File: src/rtl/pipeline_stall_controller.sv
// Stall/flush sequencer for the 5-stage pipeline with a data-memory wait FSM and timeout error.
// Optional performance counters are built when STALL_PERF_EN is defined.
module pipeline_stall_controller #(
    parameter int TIMEOUT_CYCLES = 255,
    parameter int CNT_W          = 8,
    parameter int PERF_W         = 32
) (
    input  logic              clk,
    input  logic              rst_n,
    input  logic              load_use_hazard,
    input  logic              branch_taken_EX,
    input  logic              imem_ready,
    input  logic              dmem_req_MEM,
    input  logic              dmem_ready,
    input  logic              err_clear,
    output logic              PCWrite,
    output logic              Write_IFID,
    output logic              Write_IDEX,
    output logic              Write_EXMEM,
    output logic              Write_MEMWB,
    output logic              flush_IFID,
    output logic              flush_IDEX,
    output logic              bubble_MEMWB,
    output logic              dmem_valid,
    output logic              mem_timeout_err,
    output logic [1:0]        ctrl_state,
    output logic [PERF_W-1:0] perf_stall_cycles,
    output logic [PERF_W-1:0] perf_flush_count
);

    typedef enum logic [1:0] {
        S_RUN  = 2'b00,
        S_WAIT = 2'b01,
        S_ERR  = 2'b10
    } state_e;

    localparam logic [CNT_W-1:0] CNT_LAST = CNT_W'(TIMEOUT_CYCLES - 1);

    state_e           state_q;
    logic [CNT_W-1:0] wait_cnt_q;
    logic             err_q;
    logic             mstall;

    assign mstall          = dmem_valid & ~dmem_ready;
    assign ctrl_state      = state_q;
    assign mem_timeout_err = err_q;

    // Memory stall outranks everything; a taken branch squashes ID, so it outranks load-use and fetch.
    always_comb begin
        PCWrite      = 1'b1;
        Write_IFID   = 1'b1;
        Write_IDEX   = 1'b1;
        Write_EXMEM  = 1'b1;
        Write_MEMWB  = 1'b1;
        flush_IFID   = 1'b0;
        flush_IDEX   = 1'b0;
        bubble_MEMWB = 1'b0;
        dmem_valid   = dmem_req_MEM & (state_q != S_ERR);
        if (!rst_n) begin
            {PCWrite, Write_IFID, Write_IDEX, Write_EXMEM, Write_MEMWB} = 5'b0;
            {flush_IFID, flush_IDEX, bubble_MEMWB} = 3'b111;
            dmem_valid = 1'b0;
        end else if (state_q == S_ERR) begin
            {PCWrite, Write_IFID, Write_IDEX, Write_EXMEM, Write_MEMWB} = 5'b0;
        end else if (mstall) begin
            {PCWrite, Write_IFID, Write_IDEX, Write_EXMEM} = 4'b0;
            bubble_MEMWB = 1'b1;
        end else if (branch_taken_EX) begin
            flush_IFID = 1'b1;
            flush_IDEX = 1'b1;
        end else if (load_use_hazard) begin
            PCWrite    = 1'b0;
            Write_IFID = 1'b0;
            flush_IDEX = 1'b1;
        end else if (!imem_ready) begin
            PCWrite    = 1'b0;
            flush_IFID = 1'b1;
        end
    end

    always_ff @(posedge clk or negedge rst_n) begin
        if (!rst_n) begin
            state_q    <= S_RUN;
            wait_cnt_q <= '0;
            err_q      <= 1'b0;
        end else begin
            case (state_q)
                S_RUN: begin
                    if (mstall) begin
                        state_q    <= S_WAIT;
                        wait_cnt_q <= '0;
                    end
                end
                S_WAIT: begin
                    if (dmem_ready || !dmem_req_MEM) begin
                        state_q    <= S_RUN;
                        wait_cnt_q <= '0;
                    end else if (wait_cnt_q == CNT_LAST) begin
                        state_q <= S_ERR;
                        err_q   <= 1'b1;
                    end else begin
                        wait_cnt_q <= wait_cnt_q + 1'b1;
                    end
                end
                S_ERR: begin
                    if (err_clear) begin
                        state_q    <= S_RUN;
                        err_q      <= 1'b0;
                        wait_cnt_q <= '0;
                    end
                end
                default: begin
                    state_q    <= S_RUN;
                    wait_cnt_q <= '0;
                end
            endcase
        end
    end

`ifdef STALL_PERF_EN
    logic [PERF_W-1:0] perf_stall_q;
    logic [PERF_W-1:0] perf_flush_q;

    always_ff @(posedge clk or negedge rst_n) begin
        if (!rst_n) begin
            perf_stall_q <= '0;
            perf_flush_q <= '0;
        end else if (err_clear) begin
            perf_stall_q <= '0;
            perf_flush_q <= '0;
        end else begin
            if (!PCWrite && state_q != S_ERR)
                perf_stall_q <= perf_stall_q + 1'b1;
            if (flush_IFID || flush_IDEX)
                perf_flush_q <= perf_flush_q + 1'b1;
        end
    end

    assign perf_stall_cycles = perf_stall_q;
    assign perf_flush_count  = perf_flush_q;
`else
    assign perf_stall_cycles = '0;
    assign perf_flush_count  = '0;
`endif

endmodule

File: config.mk
export PLATFORM = sky130hd
export DESIGN_NAME = pipeline_stall_controller
export DESIGN_NICKNAME = d
export VERILOG_FILES = /design/src/rtl/pipeline_stall_controller.sv
export SDC_FILE = /design/constraint.sdc
export NUM_CORES = 1
export LEC_CHECK = 0
export ABC_CLOCK_PERIOD_IN_PS = 2500
export BUFFER_PORTS_ARGS = -buffer_cell sky130_fd_sc_hd__buf_4
export CAP_MARGIN = 5
export CELL_PAD_IN_SITES_DETAIL_PLACEMENT = 2
export CELL_PAD_IN_SITES_GLOBAL_PLACEMENT = 2
export CORE_MARGIN = 2
export CORE_UTILIZATION = 23
export DETAILED_ROUTE_END_ITERATION = 12
export PLACE_DENSITY_LB_ADDON = 0.1
export SETUP_SLACK_MARGIN = 0.2
export SYNTH_ARGS = -nofsm -noshare
export SYNTH_HDL_FRONTEND = slang
export SYNTH_SLANG_ARGS = --single-unit
export TNS_END_PERCENT = 50
File: constraint.sdc
create_clock -name clk -period 2.5 [get_ports clk]
set_input_delay 0.5 -clock clk [delete_from_list [all_inputs] [get_ports clk]]
set_output_delay 0.5 -clock clk [all_outputs]
set_load 0.005 [all_outputs]
==> impl_results.md, run 1 <==
- Sw power: roughly 0.13 mW
- Chip width: about 77 um
- IO Port Bufs: 19
- TritonCTS clock tree: built
- Status: finished clean
- Post-route insts no fill: around 240
- Max-cap violations: 0
- Routed WL per cell: about 12 um
- Finished Cell Area: approximately 1200 sq um
- Crit path capture: Write_IFID
- WHS: around 120 ps
- Metal-1 WL: 1.10 mm
- Site row count: 26
- Post CTS Setup Buffer Count: 0
- Vias in the first global route: between 800 and 900
- Top cells by area, synth: buf_4 (40%), dfrtp_1 (23%), a21oi_1 (4.5%)
- Highest routed layer: met4
- Cells after Synth: ~150
- RSZ-0062 raised after global routing: false
- CP cell instances: nand2b_1, and2_1, nand2_1, a21oi_1, buf_4
- WP data arrival: around 1400 ps
- Synth warn: 0
- Worst r2r src: wait_cnt_q[0]
- CP Class: reg -> out
- Fillcell total: between 600 and 700
- Final WS setup: between 500 and 600 ps
- Via/cell ratio: roughly 3.7
- Sequential Power Share: 0.412
- Clk_skew: ~0.42 ps
- Chip Height: approximately 77 um
- Synth top area share: 0.403
- R2R setup slack: 870 ps
- Total routed wirelength: between 2 and 3 mm
- Peak supply drop: roughly 0.11 mV
- Synth cell count leaders: buf_4 (65), a21oi_1 (11), dfrtp_1 (11)
- Register-to-Register Path Depth: 5
- Number of synthesized flops with an enable pin: 0
- Synth area leader: buf_4
- Final Net Count: 178
- I/O Pins: 84
- Mean area per synthesized cell: around 8 sq um
- DRC Markers: 0
- Switching Share: 0.286
- Critical Path End Type: output port
- Synth async-reset ratio: 1.00
- Slowest-stage cell, CP: dfrtp_1
- Worst hold path class: in -> async
- CP startpoint kind: register
- Post-CTS Resized: 0
- Antenna fix cells: 0
- Pre-Repair DR Iteration Count: 3
- Initial antenna violation count: 0
- Clk slew on worst S/H paths: about 50 ps
- Yosys cell types: 29
- Period utilisation layout: 0.766
- Slew headroom: 0.600
- Post-route ant nets: 0
- Leakage: about 0.63 nW
- Placement Setup Slack: approximately 700 ps
- Core box area: about 5100 sq um
- Crit-path max FO: 6
- Worst slew pin tran: 599 ps
- Sink Count: 11
- # H-tree levels: 1
- Pwr Density: between 300 and 400 nW/um^2
- Worst-Skew Late Latency: about 240 ps
- Hold buffers post-CTS: 0
- P&R area growth vs syn: 1.03%
- CTS buffer count: 3
- First-pass GRT wire length: between 4 and 5 mm
- Layout cells sized above 1: 0.186
- Mapped cell area: between 1000 and 1500 sq um
- Clk pwr share: 0.399
- Total Neg Setup Slack: 0 ps
- Count leader, synth: buf_4
- Largest net degree at the start of global routing: 19
- Ys flop type: dfrtp_1
- Root Driver: clkbuf_8
- Combinational Power Share: 0.189
- Minimum clock period: between 1500 and 2000 ps
- WL met2: 1.38 mm
- Fmax: around 520 MHz
- Via count: between 800 and 900
- Die area: 5860 sq um
- Yosys reg bits: 11
- First DRT Iteration DRCs: 17
- Seq/Total Area, Yosys: 0.227
- GRT Total Usage: 0.0902
- Crit path required time: 2000 ps
- Internal power: about 0.32 mW
- Critical path startpoint: ctrl_state[1]
- Peak per-stage delay on the critical path: about 450 ps
- Final-report hold violation count: 0
- Placed instance area: roughly 1200 sq um
- Worst R2R End: ctrl_state[0]
- Placed cell count: 233
- Max clock buf depth: 2
- Global route overflow: 0
- Fin. max-slew vios: 0
- # setup viols final: 0
- Met3 routed WL: about 230 um
- Initial Util: 0.237
- Post-DP HPWL: 2.19 mm
- Routability cong.: 0.744
[area by class of cell]
class	count	area [sq um]	area share
flip-flops and latches	11	275	0.225
well taps	70	87.6	0.0716
repair buffers	19	143	0.117
inverters	7	26.3	0.0215
clock buffers	4	45.0	0.0368
multi-input cells	126	647	0.529
[registers in the layout, summed over array words and instances (netlist names)]
signal           count
wait_cnt_q           8
mem_timeout_err      1
ctrl_state           2
[cells by family after synthesis]
| group | synth area share |
|---|---|
| and+or+nand+nor | 0.136 |
| buffers and inverters | 0.434 |
| adders and majority gates | 0.0207 |
| other | 0.00310 |
| muxes | 0.00826 |
| DFF | 0.227 |
| AOI/OAI and AO/OA | 0.170 |
[how the worst min path moves through the flow]
stage	from	end
after global placement	rst_n	wait_cnt_q[6]
final	rst_n	wait_cnt_q[6]
after global routing	rst_n	wait_cnt_q[7]
after floorplan	rst_n	ctrl_state[0]
after detailed placement	rst_n	wait_cnt_q[6]
after CTS	rst_n	wait_cnt_q[7]
[metrics by stage]
stage / util / total power, mW
after floorplan: - / 0.310
after global placement: 0.231 / 0.272
after detailed placement: 0.231 / 0.274
after CTS: 0.240 / 0.459
after global routing: 0.240 / 0.484
final: 0.240 / 0.454
[cells in the final DEF (no fill, tap or decap), types with 2 or more instances in the layout]
master     n
o21ai_0    9
nand3_1    3
clkbuf_8   3
dfrtp_1   11
o31ai_1    2
nand2b_1   3
a21oi_1   11
ha_1       2
conb_1    64
inv_1      7
o21ai_2    2
a41oi_1    3
buf_4     19
nand2_1    8
nor2_1     5
[critical path: cells and delay by family (launching register included)]
kind,cells,cell delay (ps)
and+or+nand+nor,3,480
DFF,1,450
AOI/OAI and AO/OA,1,130
buffers and inverters,1,130
[power groups by stage]
stage / combinational [mW] / sequential [mW] / clock (mW)
3_3_place_gp: 0.0819 / 0.190 / 0
6_report: 0.0858 / 0.187 / 0.181
3_5_place_dp: 0.0833 / 0.190 / 0
4_1_cts: 0.0834 / 0.187 / 0.188
5_1_grt: 0.0986 / 0.188 / 0.197
2_1_floorplan: 0.121 / 0.189 / 0
[routing by layer]
metal	global-route usage	vias up
met1	0.100	427
met3	0.0237	2
met4	0.0327	0
met5	0	-
met2	0.165	52
li1	-	406
Note: power is estimated with default switching activity, not from simulation.
==> run 2, diff against run 1 <==
--- a/config.mk
+++ b/config.mk
@@ -5,13 +5,14 @@
 export SDC_FILE = /design/constraint.sdc
 export NUM_CORES = 1
 export LEC_CHECK = 0
-export ABC_CLOCK_PERIOD_IN_PS = 2500
+export ABC_AREA = 1
+export ABC_CLOCK_PERIOD_IN_PS = 1950
 export BUFFER_PORTS_ARGS = -buffer_cell sky130_fd_sc_hd__buf_4
 export CAP_MARGIN = 5
 export CELL_PAD_IN_SITES_DETAIL_PLACEMENT = 2
 export CELL_PAD_IN_SITES_GLOBAL_PLACEMENT = 2
 export CORE_MARGIN = 2
-export CORE_UTILIZATION = 23
+export CORE_UTILIZATION = 21
 export DETAILED_ROUTE_END_ITERATION = 12
 export PLACE_DENSITY_LB_ADDON = 0.1
 export SETUP_SLACK_MARGIN = 0.2
==> constraint.sdc (replaced) <==
create_clock -name clk -period 1.95 [get_ports clk]
set_input_delay 0.39 -clock clk [delete_from_list [all_inputs] [get_ports clk]]
set_output_delay 0.39 -clock clk [all_outputs]
set_load 0.005 [all_outputs]
==> run 2 against run 1 <==
Effect of this change: final cell count rose by 17%; non-clock buffer count grew 8; combinational power increased to 4.0 times the previous value; synthesized cell count is 18% higher; flip-flop and latch count unchanged; sequential share of layout area is 2.9 points lower; critical endpoint is now PCWrite; clock power increased by 33%; highest routed layer unchanged.
==> impl_results.md, run 2 <==
- Most common cell after layout, fill and taps aside: conb_1
- # setup viols final: 0 (unchanged)
- Max clock buf depth: 2 (unchanged)
- Synth area leader: buf_4
- R2R setup slack: 460 ps (-410 ps)
- Metal-1 WL: 1.11 mm (+1.0%)
- Fin. max-slew vios: 0 (unchanged)
- GRT Total Usage: 0.0865 (-0.00373)
- Peak supply drop: 0.191 mV (+72%)
- Post-route ant nets: 0 (unchanged)
- First-pass GRT wire length: 4.37 mm (+0.16%)
- Largest net degree at the start of global routing: 10 (-9)
- TritonCTS clock tree: built
- Root Driver: clkbuf_8
- Top cells by area, synth: buf_4 (37%), dfrtp_1 (21%), nand2_1 (7.2%)
- DRC Markers: 0 (unchanged)
- Switching Share: 0.386 (+0.0995)
- Crit-path max FO: 4 (-2)
- Seq/Total Area, Yosys: 0.211 (-0.0161)
- Mapped cell area: 1300 sq um (+7.6%)
- Worst R2R End: wait_cnt_q[6]
- Post-route insts no fill: 277 (+17%)
- IO Port Bufs: 19 (unchanged)
- Peak per-stage delay on the critical path: 420 ps (-30 ps)
- Final-report hold violation count: 0 (unchanged)
- Routed WL per cell: 10.6 um (-8.4%)
- Max-cap violations: 0 (unchanged)
- Clk_skew: 7.45 ps (+7.03 ps)
- Critical Path End Type: output port
- Min-delay src: err_clear
- Post-DP HPWL: 2.38 mm (+8.4%)
- Internal power: 0.528 mW (+63%)
- Ys flop type: dfrtp_1
- Complex-gate fraction of the synthesized area: 0.0768 (-0.0937)
- Highest routed layer: met4
- Count leader, synth: buf_4
- Global route overflow: 0 (unchanged)
- Finished Cell Area: 1410 sq um (+15%)
- Main combinational cell family by area after synthesis: buffers and inverters
- Sw power: 0.332 mW (+160%)
- Pwr Density: 610 nW/um^2 (+65%)
- Total routed wirelength: 2.93 mm (+7.0%)
- Chip width: 82.8 um (+8.1%)
- Reg area: 277 sq um (+0.45%)
- Minimum clock period: approximately 1700 ps
- Initial Util: 0.219 (-0.0182)
- Adder-cell share of the synthesized area: 0.0192 (-0.00147)
- I/O Pins: 84 (unchanged)
- Via count: 952 (+7.3%)
- WHS: 495 ps (+378 ps)
- Mean area per synthesized cell: 7.54 sq um (-8.5%)
- Synth top area share: 0.374 (-0.0286)
- Max reg flops: 8 (unchanged)
- Layout cells sized above 1: 0.252 (+0.0668)
- Period utilisation layout: 0.850
- Area occupied by multi-input gates: 723 sq um (+12%)
- Synth cell count leaders: buf_4 (65), nand2_1 (25), nor2_1 (13)
- Met3 routed WL: 214 um (-8.5%)
- Site row count: 28 (+7.7%)
- Combinational Power Share: 0.401 (+0.212)
- Worst r2r src: wait_cnt_q[0]
- Core box area: 5960 sq um (+17%)
- WL met2: 1.54 mm (+11%)
- Sink Count: 11 (unchanged)
- Clk slew on worst S/H paths: 50 ps (about the same)
- Number of synthesized flops with an enable pin: 0 (unchanged)
- CP Class: reg -> out
- Yosys cell types: 25 (-14%)
- Sequential Power Share: 0.320 (-0.092)
- Synth Area in XOR/XNOR: 0.00672 (+0.00672)
- Most flops, register: wait_cnt_q
- Min-Delay Path Depth: 4
- Worst hold path class: in -> reg
- CTS buffer count: 3 (unchanged)
- Leakage: 0.745 nW (+18%)
- Vias in the first global route: 924 (+7.9%)
- Final Net Count: 213 (+20%)
- Yosys reg bits: 11 (unchanged)
- Worst-Skew Late Latency: 250 ps (about the same)
- Clk pwr share: 0.279 (-0.120)
- First DRT Iteration DRCs: 8 (-9)
- # H-tree levels: 1 (unchanged)
- Total Neg Setup Slack: 0 ps (unchanged)
- Slowest-stage cell, CP: dfrtp_2
- Synth async-reset ratio: 1.00 (unchanged)
- P&R area growth vs syn: 8.16%
- Initial antenna violation count: 0 (unchanged)
- Pre-Repair DR Iteration Count: 4 (+1)
- Register-to-Register Path Depth: 8 (+3)
- Crit path required time: 1560 ps (-440 ps)
- Via/cell ratio: 3.44 (-8.2%)
- Antenna fix cells: 0 (unchanged)
- Mux cell area share after synthesis: 0 (-0.00826)
- Status: finished clean
- Post-Synth Simple-Gate Area: 0.262 (+0.126)
- WP data arrival: 1270 ps (-150 ps)
- RSZ-0062 raised after global routing: false
- Routability cong.: 0.660 (-11%)
- Die area: 6850 sq um (+17%)
- CP startpoint kind: register
- Synth warn: 0 (unchanged)
- Cells after Synth: 173 (+18%)
- Chip Height: 82.8 um (+8.1%)
- Fmax: ~600 MHz
- Placed instance area: 1290 sq um (+9.3%)
- Most used cells in the layout excluding fill and tap cells: conb_1 (64), nand2_1 (24), buf_4 (24), nor2_1 (13), inv_1 (11)
- Worst Hold End: mem_timeout_err
- Placed cell count: 265 (+14%)
- Fillcell total: 747 (+17%)
- CP cell instances: nand2_4, nand2_2, nor2_2, o21a_1, o21ai_1, inv_1, buf_4
## run 2: per-layer routing
layer  track usage  vias to the layer above
li1              -                      462
met3       0.00866                        5
met4        0.0492                        0
met5             0                        -
met1        0.0966                      436
met2         0.159                       49
## run 2: worst max-delay path by stage
stage,from,cells past startpoint,slack [ps],to
detailed placement,rst_n,7,270,PCWrite
global placement,rst_n,7,320,PCWrite
CTS,ctrl_state[1],7,210,PCWrite
floorplan,ctrl_state[1],6,530,PCWrite
global route,ctrl_state[1],7,200,PCWrite
finish,ctrl_state[1],7,290,PCWrite
## run 2: metrics by stage
step	setup WS (ps)	power (mW)	util
CTS	209	0.854	0.233
global route	200	0.928	0.237
global placement	318	0.584	0.216
detailed placement	269	0.589	0.216
floorplan	532	0.577	-
finish	293	0.860	0.237
## run 2: cells by family (layout without fill, tap and decap cells)
| logic type | after synthesis | count (layout) |
|---|---|---|
| flops | 11 | 11 |
| compound gates | 17 | 17 |
| xor+xnor | 1 | 1 |
| simple gates | 60 | 60 |
| buf+inv | 81 | 47 |
| fa+ha+maj | 2 | 2 |
| other cells | 1 | 64 |
## run 2: power by group through the flow
stage	logic, mW	registers, mW	clock network, mW
after floorplan	0.296	0.281	0
after global placement	0.298	0.285	0
after detailed placement	0.302	0.287	0
after CTS	0.332	0.275	0.246
after global routing	0.394	0.280	0.254
final	0.345	0.275	0.240
## run 2: cell type report
| cell class | count | area share |
|---|---|---|
| timing repair buffer | 27 | 0.149 |
| inverter | 16 | 0.0435 |
| tap | 75 | 0.0665 |
| clock buffer | 4 | 0.0319 |
| sequential | 11 | 0.196 |
| multi-input combinational | 144 | 0.513 |
## run 2: timing repair
| action | CTS | global route |
|---|---|---|
| pin swaps | 1 | 1 |
| hold buffers | 3 | 0 |
| gates resized for setup | 1 | 2 |
| cloned | 0 | 0 |
| endpoints found under the hold margin | 1 | 0 |
| setup buffers | 3 | 2 |
| setup endpoints to repair | 1 | 3 |
## run 2: critical path, delay by kind of cell (launching register included)
kind | cells | cell delay (ps)
DFF | 1 | 420
AOI/OAI and AO/OA | 2 | 200
buffers and inverters | 2 | 150
and+or+nand+nor | 3 | 250
==> run 3, diff against run 2 <==
--- a/config.mk
+++ b/config.mk
@@ -5,8 +5,8 @@
 export SDC_FILE = /design/constraint.sdc
 export NUM_CORES = 1
 export LEC_CHECK = 0
-export ABC_AREA = 1
-export ABC_CLOCK_PERIOD_IN_PS = 1950
+export ABC_AREA = 0
+export ABC_CLOCK_PERIOD_IN_PS = 1600
 export BUFFER_PORTS_ARGS = -buffer_cell sky130_fd_sc_hd__buf_4
 export CAP_MARGIN = 5
 export CELL_PAD_IN_SITES_DETAIL_PLACEMENT = 2
==> constraint.sdc (replaced) <==
create_clock -name clk -period 1.6 [get_ports clk]
set_input_delay 0.32 -clock clk [delete_from_list [all_inputs] [get_ports clk]]
set_output_delay 0.32 -clock clk [all_outputs]
set_load 0.005 [all_outputs]
==> run 3 against run 2 <==
Effect of this change: clock-buffer cell count did not move; routed wire length increased by 11%; final cell count fell by 8.3%; hold slack got worse by 420 ps; final area up 2.6%; critical path depth shrank 2; flip-flop and latch count unchanged; power decreased by 10%; global-route usage increased by 1.0 points; critical path type unchanged; largest cell class unchanged.
==> impl_results.md, run 3 (same netlist as run 1, synthesis figures left out) <==
- Status: finished clean
- IO Port Bufs: 19 (unchanged)
- CP startpoint kind: register
- First-pass GRT wire length: 4.77 mm (+9.0%)
- WL met2: 1.63 mm (+5.9%)
- Final-report hold violation count: 0 (unchanged)
- Max-cap violations: 0 (unchanged)
- Highest routed layer: met4
- Sw power: 0.233 mW (-30%)
- I/O Pins: 84 (unchanged)
- Total Neg Setup Slack: 0 ps (unchanged)
- Most flops, register: wait_cnt_q
- Pre-Repair DR Iteration Count: 3 (-1)
- R2R setup slack: 90 ps (-370 ps)
- Clk_skew: 2.29 ps (-5.16 ps)
- WP data arrival: 1190 ps (-80 ps)
- Initial antenna violation count: 0 (unchanged)
- CTS buffer count: 3 (unchanged)
- Global route overflow: 0 (unchanged)
- Critical path startpoint: ctrl_state[1]
- Largest net degree at the start of global routing: 14 (+4)
- Combinational Power Share: 0.248 (-0.153)
- Core box area: 5540 sq um (-7.0%)
- GRT Total Usage: 0.0968 (+0.0103)
- Fillcell total: 690 (-7.6%)
- CP Class: reg -> out
- Via/cell ratio: 3.69 (+7.5%)
- Most used cells in the layout excluding fill and tap cells: conb_1 (64), buf_4 (28), dfrtp_1 (9), a21oi_1 (8), nand2_1 (7)
- Crit-path max FO: 5 (+1)
- WHS: 75.9 ps (-419 ps)
- Via count: 938 (-1.5%)
- Fmax: around 660 MHz
- Max clock buf depth: 2 (unchanged)
- Chip Height: 79.9 um (-3.4%)
- TritonCTS clock tree: built
- Total routed wirelength: 3.24 mm (+11%)
- Switching Share: 0.301 (-0.0841)
- # setup viols final: 0 (unchanged)
- Placed cell count: 241 (-9.1%)
- Die area: 6390 sq um (-6.8%)
- P&R area growth vs syn: 19.4%
- Metal-1 WL: 1.33 mm (+20%)
- Sink Count: 11 (unchanged)
- Most common cell after layout, fill and taps aside: conb_1
- Post-route ant nets: 0 (unchanged)
- Final Net Count: 193 (-9.4%)
- Internal power: 0.539 mW (+2.0%)
- Critical Path End Type: output port
- Overall power: 0.771 mW (-10%)
- Leakage: 0.724 nW (-2.8%)
- Worst-Skew Late Latency: 240 ps (about the same)
- Minimum clock period: 1510 ps
- Root Driver: clkbuf_8
- Period utilisation layout: 0.944
- Vias in the first global route: 898 (-2.8%)
- # H-tree levels: 1 (unchanged)
- Worst hold path class: in -> async
- Crit path required time: 1280 ps (-280 ps)
- Fin. max-slew vios: 0 (unchanged)
- Utilization after layout: 0.261 (+0.0243)
- Site row count: 27 (-3.6%)
- Routed WL per cell: 12.7 um (+21%)
- RSZ-0062 raised after global routing: true
- Initial Util: 0.219 (-0.000299)
- Chip width: 79.9 um (-3.4%)
- Post-DP HPWL: 2.39 mm (+0.58%)
- Peak supply drop: 0.184 mV (-3.7%)
- DRC Markers: 0 (unchanged)
- Met3 routed WL: 229 um (+7.0%)
- Worst r2r src: ctrl_state[1]
- Antenna fix cells: 0 (unchanged)
- Sequential Power Share: 0.370 (+0.050)
- Register-to-Register Path Depth: 6 (-2)
- Routability cong.: 0.646 (-2.2%)
- Layout cells sized above 1: 0.330 (+0.0772)
- Worst R2R End: wait_cnt_q[0]
- Clk slew on worst S/H paths: 60 ps (about the same)
- Clk pwr share: 0.382 (+0.103)
- Max reg flops: 8 (unchanged)
- Post-route insts no fill: 254 (-8.3%)
- First DRT Iteration DRCs: 22 (+14)
- Pwr Density: 533 nW/um^2 (-13%)
## run 3: changes by cell type in the layout (fill, tap and decap cells not counted), sizes merged, moves of 2 or more
cell and delta:
inv -8, o21bai -2, a41oi +4, and3 +2, nand3 -5, nand2b +4, nor2 -13, buf +9
o31ai +2, nand3b -2, nand2 -23, nand4 +2, a21oi +10, dlygate4sd3 -2
## run 3: metrics by stage
step	setup slack (ps)	cell area, sq um
after global placement	123	1240
final	89.3	1450
after CTS	70.0	1350
after floorplan	204	1450
after global routing	28.8	1450
after detailed placement	83.9	1240
## run 3: worst max-delay path, cell delays in order, from the launching register on
cell and delay, ps:
dfrtp_2 420, nand2b_4 90, and2_4 160, nand2_4 50, a21oi_2 110, buf_4 120
## run 3: power by group through the flow
stage	logic (mW)	registers [mW]	clock network, mW
after floorplan	0.189	0.295	0
after global placement	0.151	0.291	0
after detailed placement	0.152	0.292	0
after CTS	0.168	0.286	0.307
after global routing	0.215	0.286	0.314
final	0.191	0.286	0.294
## run 3: metal layers
| metal | vias to the layer above | global-route usage |
|---|---|---|
| met1 | 445 | 0.115 |
| met3 | 4 | 0.0113 |
| met2 | 57 | 0.172 |
| li1 | 432 | - |
| met5 | - | 0 |
| met4 | 0 | 0.0458 |
## run 3: area by class of cell
cell class                 count  area, sq um  area share
timing repair buffer          34          285       0.197
sequential                    11          278       0.192
multi-input combinational    126          722       0.499
inverter                       7         26.3      0.0182
tap                           72         90.1      0.0623
clock buffer                   4         45.0      0.0311
## run 3: worst max-delay path by stage
stage                    endpoint  depth (start not counted)
finish                    PCWrite                          5
global route              PCWrite                          5
CTS                    Write_IFID                          5
detailed placement     Write_IFID                          5
global placement    ctrl_state[0]                          5
floorplan              Write_IDEX                          5
## run 3: what timing repair did
item	4_1_cts	5_1_grt
gates resized for setup	14	13
hold buffers	1	0
endpoints found under the hold margin	4	0
buffers inserted	3	5
setup endpoints to repair	16	20
pin swaps	1	5
